==> src/rtl/seq_svm_classifier.sv <==
// Sequential one-vs-rest linear SVM: one class score per clock through a single shared MAC datapath.
// Result (ready + w_class) valid N_classes edges after reset release; held until the next reset.
module seq_svm_classifier #(
    parameter int N_features   = 11,
    parameter int feature_bits = 4,
    parameter int inputWidth   = 4,
    parameter int weightWidth  = 6,
    parameter int biasWidth    = 6,
    parameter int N_classes    = 6,
    parameter logic [N_classes*N_features*weightWidth-1:0] WEIGHTS = '0,
    parameter logic [N_classes*biasWidth-1:0]              BIASES  = '0
) (
    input  logic                               clk,
    input  logic                               rst_n,
    input  logic [N_features*feature_bits-1:0] in,
    output logic                               ready,
    output logic [$clog2(N_classes)-1:0]       w_class
);

    localparam int CNT_W = $clog2(N_classes);
    localparam int ACC_W = weightWidth + inputWidth + $clog2(N_features) + 2;

    typedef enum logic {RUN, DONE} state_t;

    state_t                            state;
    logic [CNT_W-1:0]                  cnt;
    logic [CNT_W-1:0]                  best_idx;
    logic [CNT_W-1:0]                  next_idx;
    logic [CNT_W-1:0]                  cls;
    logic signed [ACC_W-1:0]           best_score;
    logic signed [ACC_W-1:0]           score;
    logic signed [biasWidth-1:0]       bias_sel;
    logic signed [weightWidth-1:0]     w_sel;
    logic signed [inputWidth:0]        f_sel;
    logic [N_features*feature_bits-1:0] feat_reg;
    logic                              take;

    // Score of the class currently addressed by cnt; cls is clamped so DONE never indexes past the tables.
    always_comb begin
        cls      = (int'(cnt) < N_classes) ? cnt : '0;
        bias_sel = BIASES[int'(cls)*biasWidth +: biasWidth];
        w_sel    = '0;
        f_sel    = '0;
        score    = ACC_W'(bias_sel);
        for (int i = 0; i < N_features; i++) begin
            w_sel = WEIGHTS[(int'(cls)*N_features + i)*weightWidth +: weightWidth];
            f_sel = {1'b0, feat_reg[i*feature_bits +: inputWidth]};
            score = score + ACC_W'(w_sel) * ACC_W'(f_sel);
        end
        take     = (cnt == '0) || (score > best_score);
        next_idx = take ? cnt : best_idx;
    end

    always_ff @(posedge clk) begin
        if (rst_n) begin
            state      <= RUN;
            cnt        <= '0;
            best_score <= '0;
            best_idx   <= '0;
            ready      <= 1'b0;
            w_class    <= '0;
            feat_reg   <= in;
        end else begin
            case (state)
                RUN: begin
                    if (take) begin
                        best_score <= score;
                        best_idx   <= cnt;
                    end
                    cnt <= cnt + 1'b1;
                    if (cnt == CNT_W'(N_classes - 1)) begin
                        w_class <= next_idx;
                        ready   <= 1'b1;
                        state   <= DONE;
                    end
                end
                default: ;
            endcase
        end
    end

endmodule

==> config.mk <==
export PLATFORM = sky130hd
export DESIGN_NAME = seq_svm_classifier
export DESIGN_NICKNAME = d
export VERILOG_FILES = /design/src/rtl/seq_svm_classifier.sv
export SDC_FILE = /design/constraint.sdc
export NUM_CORES = 1
export LEC_CHECK = 0
export ABC_AREA = 1
export ABC_CLOCK_PERIOD_IN_PS = 960
export CORE_ASPECT_RATIO = 0.9
export CORE_UTILIZATION = 27
export CTS_BUF_LIST = sky130_fd_sc_hd__clkbuf_4 sky130_fd_sc_hd__clkbuf_8
export DETAILED_ROUTE_END_ITERATION = 10
export GPL_TIMING_DRIVEN = 0
export PLACE_DENSITY_LB_ADDON = 0.1
export SYNTH_ARGS = -nofsm -noshare
export SYNTH_HDL_FRONTEND = slang
export SYNTH_SLANG_ARGS = --single-unit
export TNS_END_PERCENT = 100
==> constraint.sdc <==
create_clock -name clk -period 0.96 [get_ports clk]
set_input_delay 0.288 -clock clk [delete_from_list [all_inputs] [get_ports clk]]
set_output_delay 0.288 -clock clk [all_outputs]
set_load 0.01 [all_outputs]
==> results_dict.tcl <==
set metrics [dict create \
    die_height_um 43.61 \
    dpl_cell_area_um2 614.3 \
    grt_max_degree 11 \
    grtUsageMet1 0.1407 \
    p_per_area_mw_per_mm2 1500 \
    setup_viol 6 \
    r2r_slack_ps -40 \
    syn_area_per_cell_um2 8.113 \
    netlist_top_cells_area "dfxtp_1 42%, inv_1 10%, ha_1 7.2%" \
    async_flop_share 0 \
    required_ps 1140 \
    netlist_instances 64 \
    grt_pass1_wl_um 1524 \
    violations "negative setup slack" \
    syn2layout_area_growth_pct 42.65 \
    finalWorstSetupSlack_ps -38.78 \
    cts-root-buf "clkbuf_4" \
    cp-start-kind "flip-flop" \
    viasPerCell 4.225 \
    status "finished, violations left" \
    critPathKind "reg2reg" \
    ir_worst_vdd_uv 796.2 \
    reg2reg_to "best_idx[0]" \
    clock_skew_ps 9.049 \
    hold_viol_final 0 \
    multi_input_area_um2 280.3 \
    fmax_mhz 1001 \
    hold_buffers 0 \
    grtUsageMet2 0.1493 \
    worstSkewPairLatency_ps 270 \
    rows 14 \
    arrival_ps 1180 \
    antenna_found_initial 0 \
    initial_core_util 0.2994 \
    timing.critical_path.to "best_idx[0]" \
    drtIter0Drc 2 \
    dpl.hpwl_um 625 \
    cts_tree "yes" \
    seq_area_um2 230.2 \
    hold_path_class "in2reg" \
    post-synth-top-area-cell "dfxtp_1" \
    synth_area_um2 519.2 \
    cts.sinks 11 \
    htreeDepth 1 \
    critPathMaxFanout 3 \
    yosys_warnings 0 \
    synth_flop_cell "dfxtp_1" \
    num_io_pins 50 \
    first_pass_iters 2 \
    synth_cell_types 16 \
    yosysMostFrequentCell "inv_1" \
    period_needed_ps 998.8 \
    busiest_layer "met2" \
    port_buffers 5 \
    drive_above_1_share 0.5128 \
    crit_path_start "cnt[0]" \
    layout.nets 128 \
    post-route-util 0.4271 \
    max-slew-margin-rel 0.8326 \
    synth-seq-cells 11 \
    gr-usage-met3 0.07500 \
    reg2reg_depth 7 \
    die-area_mm2 0.002103 \
    synthTopCellsByCount "14 x inv_1, 11 x dfxtp_1, 10 x nand2_1" \
    reg2reg_from "cnt[0]" \
    p_leak_uw 0.0003488 \
    fp.dieW_um 48.23 \
    yosysSeqAreaShare 0.4241 \
    fin_crit_sh 1.040 \
    cp-end-kind "flip-flop" \
    design_area_um2 740.7 \
    syn_nets 113 \
    drc 0 \
    antenna_left 0 \
    synth-edff-count 0 \
    ctsLongestPathBuffers 2 \
    dp_slack_ps -358.1 \
    first_global_vias 364 \
    grt.overflow.total 0 \
    vias 431 \
    core_area_mm2 0.001734 \
    totalWireLength_um 1000 \
    clk_pin_slew_ps 70 \
    maxCapViolCount 0 \
    n_fill_cell 174 \
    synth_top_area_share 0.4241 \
    grt_usage 0.1106 \
    cts_buffers 3 \
    antenna_cells 0 \
    wl_per_cell_um 9.804 \
    hold_slack_ps 270.6 \
    gp_congestion 0.6507 \
    rsz0062_at_grt "yes" \
    slew_violations 0 \
    p_total_uw 1111 \
    worstMarginPinSlew_ps 250.7 \
]
## repair_timing
action	CTS	global route
pin swaps	1	7
endpoints found under the setup margin	13	12
setup buffers	3	2
endpoints found under the hold margin	0	0
resized for setup	32	11
## report_power, final
group | switching (uW) | leakage [uW] | total (uW) | internal (uW)
combinational | 134 | 0.000238 | 262 | 128
clock | 150 | 0.0000184 | 339 | 189
sequential | 21.1 | 0.0000926 | 510 | 489
## per-layer routing
metal | vias up | routed length (um) | part of all wire
met5 | - | 0 | 0
met2 | 5 | 512 | 0.51
met1 | 198 | 433 | 0.43
met4 | 0 | 0 | 0
li1 | 228 | - | -
met3 | 0 | 54 | 0.054
## cell families (layout without fill, tap and decap cells)
family | after synthesis | count (layout) | share of synthesized area
and+or+nand+nor | 26 | 26 | 0.2844
DFF | 11 | 11 | 0.4241
buffers and inverters | 16 | 30 | 0.1349
AOI/OAI and AO/OA | 8 | 8 | 0.08433
adders and majority gates | 3 | 3 | 0.07230
## critical path, cell delays in order, from the launching register on
cell and delay (ps):
dfxtp_4 360, inv_4 70, ha_4 140, inv_2 40, nor2_4 110, nand3_2 80
nand2_1 70, nor2_1 40
## cell type report
class,count,area share
clock buffers,4,0.04054
flip-flops and latches,11,0.3108
repair buffers,10,0.1284
well taps,24,0.04054
plain buffers,1,0.01520
inverters,15,0.08615
multi-input cells,37,0.3784
## worst min-delay path by stage
stage,startpoint,to,slack [ps],depth (start not counted)
after floorplan,rst_n,w_class[2],350,1
after global placement,ready,ready,440,2
after detailed placement,ready,ready,440,2
after CTS,ready,ready,460,2
after global routing,rst_n,w_class[2],300,2
final,rst_n,w_class[2],270,2
## flip-flops by register name (all words and copies together) (netlist names)
| name | count |
|---|---|
| ready | 1 |
| best_idx | 3 |
| state | 1 |
| w_class | 3 |
| cnt | 3 |
## placed cells by master, fill, tap and decap left out, drive strengths merged
| master | Yosys | layout |
|---|---|---|
| a21oi | 6 | 6 |
| nand3 | 5 | 5 |
| nor2 | 6 | 6 |
| inv | 15 | 15 |
| dlymetal6s2s | 0 | 1 |
| o21ai | 2 | 2 |
| ha | 3 | 3 |
| buf | 1 | 10 |
| nand4 | 3 | 3 |
| nand3b | 1 | 1 |
| nand2 | 11 | 11 |
| clkbuf | 0 | 4 |
| dfxtp | 11 | 11 |
## through the flow
step / instances / setup TNS, ps
final: 102 / -191.2
after floorplan: 64 / 0
after detailed placement: 93 / -3209
after global placement: 93 / -3356
after CTS: 100 / -161.6
after global routing: 102 / -589.6
Note: power is estimated with default switching activity, not from simulation.
==> RTL edit (same flow settings) <==
The parameter `feature_bits` goes from 4 to 6.
--- a/src/rtl/seq_svm_classifier.sv
+++ b/src/rtl/seq_svm_classifier.sv
@@ -4,3 +4,3 @@
     parameter int N_features   = 11,
-    parameter int feature_bits = 4,
+    parameter int feature_bits = 6,
     parameter int inputWidth   = 4,
Ports: changed (resized in); port bits go from 50 to 72. No check against the original RTL was run, so the function may have changed too.
==> RTL edit against the original RTL <==
The flow still finishes with violations (setup timing); synthesized cell count fell by 9.4%; sequential cell count did not move; worst setup slack improved by 0.0078 ns; final area fell by 11%; core utilization fell by 3.2 points; non-clock buffer count fell by 4; power fell by 4.8%; fmax rose by 0.79%; routed wire length fell by 14%; die area fell by 7.9%; synthesized area fell by 8.2%; sequential power rose by 1%; final cell count fell by 9.8%; largest cell class unchanged.
==> RTL edit: results (changes against the original RTL) <==
run_status:
  status: "complete, but fails checks"
  violations: "setup timing"
drt:
  via_count: 379  # -12%
  firstDrtPassIters: 4  # +2
  wl_um: 865  # -14%
  drtIter0Drc: 9  # +7
  via_per_inst: 4.12  # -2.5%
synth:
  ys_seq_area_share_pct: 46.2  # +3.8 points
  syn_area_per_cell_um2: 8.22  # +1.3%
  async_flop_share_pct: 0  # unchanged
  synth.area.mux_share_pct: 0  # unchanged
  ys.flop_type: "dfxtp_1"
  synthAdderAreaFrac_pct: 7.87  # +0.65 points
  syn-num-nets: 129  # +14%
  ys_types: 14  # -2
  yosys-top-cells-area: "dfxtp_1 (46%), a21oi_1 (8.4%), ha_1 (7.9%)"
  synthTopCellsByCount: "dfxtp_1 (11), nand2_1 (9), a21oi_1 (8), inv_1 (8), nor2_1 (5)"
  synth_compound_area_share_pct: 10.5  # +2.1 points
  yosys_warnings: 0  # unchanged
placed_design:
  place_ws_ns: -0.316  # +0.0423 ns
  dp_cells: 87  # -6.5%
  dp_hpwl_um: 595  # -4.9%
  place.gp.congestion: 0.627  # -3.7%
sta:
  setup_viol: 4  # -2
  worst_pin_slew_ns: 0.232  # -0.0187 ns
  worst_slack_ns: -0.0310  # +0.00777 ns
  skew_ns: 0.00459  # -0.00446 ns
grt:
  grt_pass1_vias: 350  # -3.8%
  grt_usage_pct: 11.2  # +0.10 points
  grt_max_degree: 10  # -1
  grt_pass1_wl_mm: 1.47  # -3.6%
finish:
  diodes: 0  # unchanged
  nFillCells: 173  # -0.57%
  drive_gt1_share_pct: 42.6  # -8.6 points
  final_nets: 140  # +9.4%
worst_hold_path:
  hold_class: "in2reg"
power_and_ir_drop:
  leakage_nw: 0.271  # -22%
  switchingPower_w: 0.000287  # -6.0%
  irDropWorstVdd_mv: 0.791  # -0.67%
cts:
  clock_path_buffers: 2  # unchanged
  cts_buffers: 3  # unchanged
  root_buffer: "clkbuf_4"
worst_setup_path:
  crit_path_max_fanout: 2  # -1
  cp_slowest_cell: "dfxtp_2"
  critPathMaxStageDelay_ns: 0.33  # -0.03 ns
  crit_arrival_ns: 0.70  # -0.48 ns
  crit_family: "flip-flops"
## RTL edit: cell count changes in the layout (fill, tap and decap cells not counted), sizes merged, moves of 2 or more
| cell | change |
|---|---|
| a21oi | +2 |
| buf | -4 |
| nand2 | -2 |
| inv | -4 |
## RTL edit: power groups by stage
stage / Combinational, W / Clock [W] / Sequential, W
global placement: 0.000146 / 0 / 0.000514
floorplan: 0.000114 / 0 / 0.000511
detailed placement: 0.000145 / 0 / 0.000514
CTS: 0.000173 / 0.000362 / 0.000511
global route: 0.000227 / 0.000380 / 0.000518
finish: 0.000201 / 0.000342 / 0.000515
## RTL edit: logic make-up after synthesis
family,count (synthesis)
AOI/OAI and AO/OA,10
and+or+nand+nor,22
adders and majority gates,3
buffers and inverters,12
DFF,11
## RTL edit: area by class of cell
class	count	area (um2)	area share [%]
Clock buffer	4	30.0	4.56
Sequential cell	11	233	35.4
Tap cell	24	30.0	4.56
Buffer	1	11.3	1.71
Inverter	11	51.3	7.79
Timing Repair Buffer	6	61.3	9.32
Multi-Input combinational cell	35	241	36.7
## RTL edit: what timing repair did
action | CTS | global route
endpoints found under the setup margin | 14 | 10
endpoints found under the hold margin | 0 | 0
setup buffers | 0 | 1
resized for setup | 36 | 7
pin swaps | 2 | 2
## RTL edit: final timing paths
| kind | start | to | slack, ns | cells past startpoint |
|---|---|---|---|---|
| worst max-delay path | w_class[1] | w_class[1] | -0.03 | 1 |
| worst min-delay path | rst_n | ready | 0.45 | 2 |
| worst min register to register | ready | ready | 0.45 | 2 |
| worst max register to register | cnt[1] | best_idx[0] | 0.02 | 7 |
## RTL edit: stage by stage
stage	TNS (ns)	hold slack, ns	instance area, um2
2_1_floorplan	0	0.357	477
3_3_place_gp	-3.04	0.436	557
3_5_place_dp	-3.04	0.444	557
4_1_cts	-0.143	0.448	636
5_1_grt	-0.381	0.469	658
6_report	-0.102	0.447	658
## RTL edit: routing by layer
metal | vias to the layer above | global-route usage [%] | routed length, um
li1 | 205 | - | -
met1 | 166 | 13.5 | 414
met2 | 6 | 16.3 | 412
met3 | 2 | 2.61 | 29
met4 | 0 | 8.82 | 8
met5 | - | 0 | 0
